### config.mk
export PLATFORM = sky130hd
export DESIGN_NAME = vga_timing_gen
export DESIGN_NICKNAME = d
export VERILOG_FILES = /design/src/rtl/vga_timing_pkg.sv /design/src/rtl/vga_sync_delay.sv /design/src/rtl/vga_timing_gen.sv
export SDC_FILE = /design/constraint.sdc
export NUM_CORES = 1
export LEC_CHECK = 0
export CAP_MARGIN = 40
export CORE_ASPECT_RATIO = 1.1
export CORE_MARGIN = 2
export CORE_UTILIZATION = 55
export CTS_CLUSTER_DIAMETER = 60
export CTS_CLUSTER_SIZE = 20
export DETAILED_ROUTE_END_ITERATION = 10
export PLACE_DENSITY = 0.84
export SYNTH_ARGS = -nofsm -noshare
export SYNTH_HDL_FRONTEND = slang
export SYNTH_HIERARCHICAL = 1
export SYNTH_SLANG_ARGS = --single-unit
### constraint.sdc
create_clock -name clk -period 5.6 [get_ports clk]
set_input_delay 1.12 -clock clk [delete_from_list [all_inputs] [get_ports clk]]
set_output_delay 1.12 -clock clk [all_outputs]
set_load 0.02 [all_outputs]
### src/rtl/vga_timing_pkg.sv
// Shared raster timing definitions for the VGA path (800x600@72Hz, 50 MHz pixel clock).
// The coordinate type and default constants are also used by the downstream text renderer.
package vga_timing_pkg;

  // Raster coordinate, wide enough for totals up to 2048
  localparam int COORD_W         = 11;
  localparam int COORD_MAX_TOTAL = 2048;
  typedef logic [COORD_W-1:0] coord_t;

  // Horizontal defaults, in pixels
  localparam int DEF_H_VIS  = 800;
  localparam int DEF_H_FP   = 56;
  localparam int DEF_H_SYNC = 120;
  localparam int DEF_H_BP   = 64;

  // Vertical defaults, in lines
  localparam int DEF_V_VIS  = 600;
  localparam int DEF_V_FP   = 37;
  localparam int DEF_V_SYNC = 6;
  localparam int DEF_V_BP   = 23;

  // Derived default totals and half-open sync windows [START, END)
  localparam int DEF_H_TOTAL = DEF_H_VIS + DEF_H_FP + DEF_H_SYNC + DEF_H_BP;
  localparam int DEF_V_TOTAL = DEF_V_VIS + DEF_V_FP + DEF_V_SYNC + DEF_V_BP;

  localparam coord_t DEF_HS_START = coord_t'(DEF_H_VIS + DEF_H_FP);
  localparam coord_t DEF_HS_END   = coord_t'(DEF_H_VIS + DEF_H_FP + DEF_H_SYNC);
  localparam coord_t DEF_VS_START = coord_t'(DEF_V_VIS + DEF_V_FP);
  localparam coord_t DEF_VS_END   = coord_t'(DEF_V_VIS + DEF_V_FP + DEF_V_SYNC);

  // Sync/blank bundle carried through the alignment delay line
  typedef struct packed {
    logic blank;
    logic vsync;
    logic hsync;
  } sync_bus_t;

  // Advance a raster coordinate, wrapping to 0 after the last position
  function automatic coord_t next_coord(input coord_t c, input coord_t last);
    return (c == last) ? '0 : c + coord_t'(1);
  endfunction

  // Unsigned half-open window test: lo <= c < hi
  function automatic logic in_window(input coord_t c, input coord_t lo, input coord_t hi);
    return (c >= lo) && (c < hi);
  endfunction

endpackage

### src/rtl/vga_sync_delay.sv
// Aligns the sync/blank bundle with the renderer's pixel latency.
// DEPTH-stage shift register that advances on ce and flushes to RST_VAL on reset;
// DEPTH = 0 is a straight wire.
module vga_sync_delay
  import vga_timing_pkg::*;
#(
  parameter int        DEPTH   = 2,
  parameter sync_bus_t RST_VAL = sync_bus_t'(3'b100)
) (
  input  logic      clk,
  input  logic      reset,
  input  logic      ce,
  input  sync_bus_t din,
  output sync_bus_t dout
);

  if (DEPTH < 0 || DEPTH > 15) begin : g_bad_depth
    $error("vga_sync_delay: DEPTH must be within 0..15");
  end

  if (DEPTH == 0) begin : g_bypass
    logic unused_ctrl;
    assign unused_ctrl = ^{clk, reset, ce};
    assign dout        = din;
  end else begin : g_pipe
    sync_bus_t stage_p [DEPTH];

    // Shift one stage per enabled pixel; reset fills every stage with the inactive value
    always_ff @(posedge clk) begin
      if (reset) begin
        for (int i = 0; i < DEPTH; i++) stage_p[i] <= RST_VAL;
      end else if (ce) begin
        stage_p[0] <= din;
        for (int i = 1; i < DEPTH; i++) stage_p[i] <= stage_p[i-1];
      end
    end

    assign dout = stage_p[DEPTH-1];
  end

endmodule

### src/rtl/vga_timing_gen.sv
// Raster timing generator feeding the text renderer: pixel coordinates, HSYNC/VSYNC/BLANK,
// a frame-start pulse, and copies of sync/blank delayed to match the renderer's latency.
// Sync and blank are decoded from the next counter values so they line up with PIXEL_H/V.
module vga_timing_gen
  import vga_timing_pkg::*;
#(
  parameter int   H_VIS      = DEF_H_VIS,
  parameter int   H_FP       = DEF_H_FP,
  parameter int   H_SYNC     = DEF_H_SYNC,
  parameter int   H_BP       = DEF_H_BP,
  parameter int   V_VIS      = DEF_V_VIS,
  parameter int   V_FP       = DEF_V_FP,
  parameter int   V_SYNC     = DEF_V_SYNC,
  parameter int   V_BP       = DEF_V_BP,
  parameter logic HS_POL     = 1'b1,
  parameter logic VS_POL     = 1'b1,
  parameter int   SYNC_DELAY = 2
) (
  input  logic   clk,
  input  logic   reset,
  input  logic   PIX_CE,
  output coord_t PIXEL_H,
  output coord_t PIXEL_V,
  output logic   HSYNC,
  output logic   VSYNC,
  output logic   BLANK,
  output logic   FRAME_START,
  output logic   HSYNC_D,
  output logic   VSYNC_D,
  output logic   BLANK_D
);

  localparam int H_TOTAL = H_VIS + H_FP + H_SYNC + H_BP;
  localparam int V_TOTAL = V_VIS + V_FP + V_SYNC + V_BP;

  if (H_TOTAL > COORD_MAX_TOTAL || V_TOTAL > COORD_MAX_TOTAL) begin : g_bad_total
    $error("vga_timing_gen: H_TOTAL and V_TOTAL must each be <= 2048");
  end

  // 11-bit timing landmarks; all comparisons against them are unsigned
  localparam coord_t H_LAST   = coord_t'(H_TOTAL - 1);
  localparam coord_t V_LAST   = coord_t'(V_TOTAL - 1);
  localparam coord_t H_VIS_C  = coord_t'(H_VIS);
  localparam coord_t V_VIS_C  = coord_t'(V_VIS);
  localparam coord_t HS_START = coord_t'(H_VIS + H_FP);
  localparam coord_t HS_END   = coord_t'(H_VIS + H_FP + H_SYNC);
  localparam coord_t VS_START = coord_t'(V_VIS + V_FP);
  localparam coord_t VS_END   = coord_t'(V_VIS + V_FP + V_SYNC);

  // Registered raster state (stage 0)
  coord_t h_p0;
  coord_t v_p0;
  logic   hsync_p0;
  logic   vsync_p0;
  logic   blank_p0;
  logic   frame_start_p0;

  // Next-state values and decodes
  coord_t h_nxt;
  coord_t v_nxt;
  logic   h_wrap;
  logic   v_wrap;
  logic   hsync_nxt;
  logic   vsync_nxt;
  logic   blank_nxt;

  // Compute the next raster position and decode sync/blank for it
  always_comb begin
    h_wrap    = (h_p0 == H_LAST);
    v_wrap    = h_wrap && (v_p0 == V_LAST);
    h_nxt     = next_coord(h_p0, H_LAST);
    v_nxt     = v_p0;
    if (h_wrap) v_nxt = next_coord(v_p0, V_LAST);
    hsync_nxt = in_window(h_nxt, HS_START, HS_END) ? HS_POL : ~HS_POL;
    vsync_nxt = in_window(v_nxt, VS_START, VS_END) ? VS_POL : ~VS_POL;
    blank_nxt = (h_nxt >= H_VIS_C) || (v_nxt >= V_VIS_C);
  end

  // --- stage 0: raster counters and registered sync/blank ---
  // Advance on enabled pixels; a disabled pixel holds state and suppresses the frame pulse
  always_ff @(posedge clk) begin
    if (reset) begin
      h_p0           <= '0;
      v_p0           <= '0;
      hsync_p0       <= ~HS_POL;
      vsync_p0       <= ~VS_POL;
      blank_p0       <= 1'b0;
      frame_start_p0 <= 1'b0;
    end else if (PIX_CE) begin
      h_p0           <= h_nxt;
      v_p0           <= v_nxt;
      hsync_p0       <= hsync_nxt;
      vsync_p0       <= vsync_nxt;
      blank_p0       <= blank_nxt;
      frame_start_p0 <= v_wrap;
    end else begin
      frame_start_p0 <= 1'b0;
    end
  end

  assign PIXEL_H     = h_p0;
  assign PIXEL_V     = v_p0;
  assign HSYNC       = hsync_p0;
  assign VSYNC       = vsync_p0;
  assign BLANK       = blank_p0;
  assign FRAME_START = frame_start_p0;

  // --- stage 1..SYNC_DELAY: latency-matched copies of sync/blank ---
  sync_bus_t sync_p0;
  sync_bus_t sync_dly;

  assign sync_p0 = '{blank: blank_p0, vsync: vsync_p0, hsync: hsync_p0};

  vga_sync_delay #(
    .DEPTH   (SYNC_DELAY),
    .RST_VAL ('{blank: 1'b1, vsync: ~VS_POL, hsync: ~HS_POL})
  ) u_sync_delay (
    .clk   (clk),
    .reset (reset),
    .ce    (PIX_CE),
    .din   (sync_p0),
    .dout  (sync_dly)
  );

  assign HSYNC_D = sync_dly.hsync;
  assign VSYNC_D = sync_dly.vsync;
  assign BLANK_D = sync_dly.blank;

endmodule

==> results of run 1 <==
final cells by class:
class / instances / area share
multi-input cells: 182 / 0.488
flip-flops and latches: 32 / 0.294
repair buffers: 33 / 0.139
clock buffers: 5 / 0.0288
well taps: 50 / 0.0262
clock inverters: 3 / 0.0157
inverters: 5 / 0.00787
tightest hold or removal path, stage by stage, from the launching register on:
cell,delay (ns)
dfxtp_1,0.33
nand2_1,0.07
a21oi_1,0.05
state kept, by name (all words and copies together), names as in the netlist:
register and cells:
PIXEL_H 11, BLANK 1, u_sync_delay/g_pipe.stage_p 6, VSYNC 1, FRAME_START 1, HSYNC 1
PIXEL_V 11
layout by cell type, fill, tap and decap left out, drive strengths merged, types with 3 or more instances in the layout:
cell,n
xnor2,5
nand4,11
nor3,13
nor2,29
mux2i,4
a211oi,5
and2,3
nand2,17
a21oi,16
dfxtp,26
nor3b,3
clkbuf,5
and3,6
xor2,9
o21ai,9
a31oi,3
ha,3
nand3,12
and3b,4
edfxtp,6
clkdlybuf4s50,31
or3,3
inv,5
nor4,3
power by group:
group | switching, mW | internal, mW
logic | 0.0205 | 0.0152
clock network | 0.0811 | 0.129
registers | 0.00503 | 0.240
per-layer routing:
layer / part of all wire / vias to the layer above / wire, um
li1: - / 917 / -
met1: 0.45 / 853 / 1960
met2: 0.49 / 50 / 2120
met3: 0.046 / 7 / 198
met4: 0.016 / 0 / 70
met5: 0 / - / 0
kinds of logic (layout without fill, tap and decap cells):
group,count (synthesis),count (layout),share of synthesized area
compound gates,45,45,0.148
xor+xnor,14,14,0.0611
fa+ha+maj,3,3,0.0187
buf+inv,28,46,0.0710
flops,32,32,0.349
mux,4,4,0.0199
simple gates,116,116,0.332
through the flow:
stage	total power [mW]	hold WS (ns)	cell area, um^2
after floorplan	0.271	0.482	2010
final	0.491	0.502	2390
after CTS	0.498	0.507	2390
after detailed placement	0.285	0.496	2280
after global placement	0.283	0.488	2260
after global routing	0.510	0.535	2390
final timing paths:
path         startpoint          to
max reg2reg  PIXEL_H[0]       BLANK
min               HSYNC       HSYNC
max          PIXEL_H[5]  PIXEL_H[5]
min reg2reg       HSYNC       HSYNC
==> summary.md, run 1 <==
| Metric | Value |
|---|---|
| Cell count of the worst reg-to-reg path | 8 |
| CTS Sinks | 32 |
| Async SR Flop Fraction | 0 |
| CTS buffer count | 5 |
| Total Routed Length | 4.35 mm |
| CTS tree | done |
| Critical path depth | 1 |
| Clock Skews | 0.00274 ns |
| Routability Congestion | 0.860 |
| Register-to-Register Setup Slack | approximately 3 ns |
| First-pass GRT wire length | 7.27 mm |
| FMAX | 371 MHz |
| Final nets | 265 |
| Clock slew at reported path FFs | 0.06 ns |
| #FFs+latches synth | 32 |
| Crit path capture type | output port |
| Final Setup Violations | 0 |
| Yosys top cell by area | dfxtp_1 |
| Final cell utilization of the core | 0.669 |
| Mapped Area | 0.00201 mm^2 |
| Vias after detailed routing | 1827 |
| 1st-iter DRT viols | 115 |
| GRT met1 Usage | 0.297 |
| Gate Count Post-Synth | 242 |
| GRT Util Overall | 0.233 |
| Max-Cap Viols | 0 |
| Post-synth EDFFs | 6 |
| Met3 Track Usage GR | 0.0479 |
| Initial Utilization | 0.563 |
| Post-CTS Resized | 0 |
| Critical path's largest stage delay | approximately 0.69 ns |
| Die height | 67.4 um |
| DIE WIDTH | 61.6 um |
| Syn_area_per_cell | just over 8 um^2 |
| Synth cell count leaders | 29 x nor2_1, 26 x dfxtp_1, 17 x nand2_1 |
| Crit path cell chain | clkdlybuf4s50_1 |
| Critical path arrival | 1.57 ns |
| Largest net degree at the start of global routing | 35 |
| Overflow after GRT | 0 |
| CP top delay family | buffers and inverters |
| Post-route insts no fill | 310 |
| IO Count | 32 |
| Final setup margin | 2.91 ns |
| RSZ-0062 raised after global routing | no |
| Drt drc | 0 |
| Highest net fanout along the worst path | 12 |
| Final min period | 2.69 ns |
| Final Max Tran Viols | 0 |
| Layout cell share with drive strength beyond 1 | 0.0808 |
| Post-DR vias/cell | 5.89 |
| Final Hold Fails | 0 |
| Part of the Yosys area used for sequential elements | 0.349 |
| Antenna violations before repair | 0 |
| Synth warn | 6 |
| Std cell rows | 23 |
| Fillers | 314 |
| Postcts setup bufs | 0 |
| Drt pass-1 iters | 4 |
| GRT busiest layer | met2 |
| PD cells | 206 mW/mm^2 |
| Hold Buf Count CTS | 0 |
| Synth area leaders | dfxtp_1 26%, edfxtp_1 9.0%, nor2_1 5.4% |
| Area Growth Syn to Fin | 18.8% |
| Status | finished, final reports clean |
| Final period utilization | 0.481 |
| DR WL/cell | 14.0 um |
| Area share of the largest cell type after synthesis | 0.259 |
| Setup TNS Final | 0 ns |
| Cell variety after synth | 55 |
| Root Buffer | clkbuf_8 |
| H-tree Lvls | 2 |
| Most common cell in the netlist | nor2_1 |
| Synthesized Nets | 248 |
| Number of instances in the placed design | 302 |
| CTS max path bufs | 2 |
| Grt met2 use | 0.378 |
| Critical path required time | 4.48 ns |
| Buffers added on ports | 31 |
| Startpoint Class | register |
| Vias in the first global route | 1571 |
| WS Path Type | register to output port |
| Min-Delay Path Class | register to register |
| Maximum vdd drop | 0.129 mV |
| Most used DFF post-synth | dfxtp_1 |
| Core Box Area | 0.00357 mm^2 |
| Worst skew pair latency | roughly 0.28 ns |
| Inserted Diodes | 0 |
| CP max stage cell | clkdlybuf4s50_1 |
| Bufs and invs on worst path | 1 |
| Post-route ant nets | 0 |
| Worst Tran Pin Value | 0.459 ns |
| DP HPWL | 2.91 mm |
| Reg area | 701 um^2 |
| Static Leakage | 0.839 nW |
| Slew HR | 0.694 |
| Multi-input logic area | 0.00116 mm^2 |
| Hold Path Cell Cnt | 2 |
| Worst slack at placement | 2.93 ns |
| Die area | 0.00415 mm^2 |
No activity file was read; power rests on OpenSTA's default activity.
==> inputs of run 2 (changes only) <==
--- a/config.mk
+++ b/config.mk
@@ -8,11 +8,11 @@
 export CAP_MARGIN = 40
 export CORE_ASPECT_RATIO = 1.1
 export CORE_MARGIN = 2
-export CORE_UTILIZATION = 55
+export CORE_UTILIZATION = 48
 export CTS_CLUSTER_DIAMETER = 60
 export CTS_CLUSTER_SIZE = 20
 export DETAILED_ROUTE_END_ITERATION = 10
-export PLACE_DENSITY = 0.84
+export PLACE_DENSITY = 0.78
 export SYNTH_ARGS = -nofsm -noshare
 export SYNTH_HDL_FRONTEND = slang
 export SYNTH_HIERARCHICAL = 1
==> constraint.sdc (replaced) <==
create_clock -name clk -period 2.37 [get_ports clk]
set_input_delay 0.474 -clock clk [delete_from_list [all_inputs] [get_ports clk]]
set_output_delay 0.474 -clock clk [all_outputs]
set_load 0.02 [all_outputs]
==> summary.md, run 2 (synthesized netlist as in run 1, its figures left out) <==
| Metric | Value |
|---|---|
| Total Routed Length | 4.77 mm |
| Clock slew at reported path FFs | 0.07 ns |
| CP max stage cell | dfxtp_1 |
| Die area | 0.00472 mm^2 |
| Vias after detailed routing | roughly 1900 |
| IO Count | 32 |
| Core Box Area | 0.00399 mm^2 |
| Initial Utilization | 0.503 |
| DP HPWL | 3.36 mm |
| DR WL/cell | roughly 15 um |
| Static Leakage | 0.907 nW |
| Std cell rows | 24 |
| Post-DR vias/cell | a little under 6 |
| Final Setup Violations | 0 |
| Inserted Diodes | 0 |
| Highest net fanout along the worst path | 13 |
| Drt drc | 0 |
| Max-Cap Viols | 0 |
| Post-route ant nets | 0 |
| Routability Congestion | around 0.86 |
| FF-to-FF End | VSYNC |
| DP Area | ~0.0024 mm^2 |
| Worst Tran Pin Value | about 0.38 ns |
| DIE WIDTH | between 60 and 70 um |
| Crit path capture type | register |
| CP top delay family | simple AND/OR/NAND/NOR gates |
| CTS buffer count | 5 |
| Most common cell after layout, fill and taps aside | clkdlybuf4s50_1 |
| Die height | 71.8 um |
| Drt pass-1 iters | 4 |
| Area Growth Syn to Fin | 23.8% |
| 1st-iter DRT viols | 105 |
| Layout cell share with drive strength beyond 1 | 0.135 |
| Critical path arrival | 2.39 ns |
| GRT Util Overall | 0.214 |
| WS Path Type | register to register |
| Final nets | 279 |
| Cell count of the worst reg-to-reg path | 8 |
| Final setup margin | between 0.15 and 0.2 ns |
| Hold Path Cell Cnt | 2 |
| Overflow after GRT | 0 |
| Root Buffer | clkbuf_8 |
| PD cells | 436 mW/mm^2 |
| Setup crit end | VSYNC |
| Register-to-Register Setup Slack | around 0.19 ns |
| Post-CTS Resized | 0 |
| Buffers added on ports | 31 |
| Final cell utilization of the core | 0.622 |
| Min-Delay Path Class | register to register |
| RSZ-0062 raised after global routing | no |
| Hold Buf Count CTS | 0 |
| First-pass GRT wire length | 7.81 mm |
| Status | finished, final reports clean |
| Postcts setup bufs | 0 |
| CTS max path bufs | 2 |
| Final Max Tran Viols | 0 |
| FMAX | 459 MHz |
| Critical path required time | 2.58 ns |
| Critical path depth | 8 |
| Final Hold Fails | 0 |
| Final period utilization | 0.920 |
| Critical path's largest stage delay | 0.40 ns |
| CTS tree | done |
| Crit path cell chain | ha_1, and3_1, and3_4, o21ai_1, a21oi_2, nand4b_1, a2bb2oi_1, o32ai_2 |
| Antenna violations before repair | 0 |
| Final instance area | between 0.002 and 0.0025 mm^2 |
| Vias in the first global route | 1609 |
| Slew HR | 0.744 |
| Largest net degree at the start of global routing | 35 |
| H-tree Lvls | 2 |
| Crit path from | PIXEL_H[1] |
| Maximum vdd drop | between 0.3 and 0.4 mV |
| Bufs and invs on worst path | 0 |
| Startpoint Class | register |
| Setup TNS Final | 0 ns |
| Final min period | 2.18 ns |
| Worst slack at placement | roughly 0.18 ns |
| Most frequent cells in the layout | 31 x clkdlybuf4s50_1, 29 x nor2_1, 26 x dfxtp_1 |
| R2R Path Start | PIXEL_H[1] |
| Clock Skews | 0.00720 ns |
| CTS Sinks | 32 |
| Worst skew pair latency | 0.29 ns |
-- run 2: worst register-to-register path, cell delays in order (launching register included) --
cell	delay [ns]
dfxtp_1	0.40
ha_1	0.22
and3_1	0.30
and3_4	0.33
o21ai_1	0.11
a21oi_2	0.23
nand4b_1	0.12
a2bb2oi_1	0.15
o32ai_2	0.24
-- run 2: layout make-up --
type | instances | area [um^2]
Sequential cell | 32 | 701
Fill cell | 348 | 1510
Clock buffer | 5 | 68.8
Inverter | 5 | 18.8
Multi-Input combinational cell | 182 | 1180
Clock inverter | 3 | 13.8
Tap cell | 52 | 65.1
Timing Repair Buffer | 47 | 443
-- run 2: report_power, final --
group	internal [mW]	leakage [nW]	switching, mW	total, mW
clock	0.199	0.0453	0.210	0.409
sequential	0.566	0.272	0.00876	0.575
combinational	0.0437	0.590	0.0562	0.0999
-- run 2: metrics by stage --
stage / total power [mW] / hold WS (ns) / instances
after floorplan: 0.641 / 0.482 / 242
after global placement: 0.684 / 0.473 / 318
after detailed placement: 0.685 / 0.478 / 318
after CTS: 1.09 / 0.488 / 326
after global routing: 1.13 / 0.512 / 326
final: 1.08 / 0.496 / 326
-- run 2: worst min path at each step --
stage,start,endpoint,slack (ns)
floorplan,u_sync_delay/g_pipe.stage_p[0][2],u_sync_delay/g_pipe.stage_p[0][5],0.48
global placement,HSYNC,HSYNC,0.47
detailed placement,HSYNC,HSYNC,0.48
CTS,HSYNC,HSYNC,0.49
global route,HSYNC,HSYNC,0.51
finish,HSYNC,HSYNC,0.50
-- run 2: metal layers --
metal,vias to the layer above,track usage,wire [um]
met3,7,0.0581,380
met4,0,0.0648,54
met2,78,0.305,2110
li1,944,-,-
met5,-,0,0
met1,873,0.312,2230
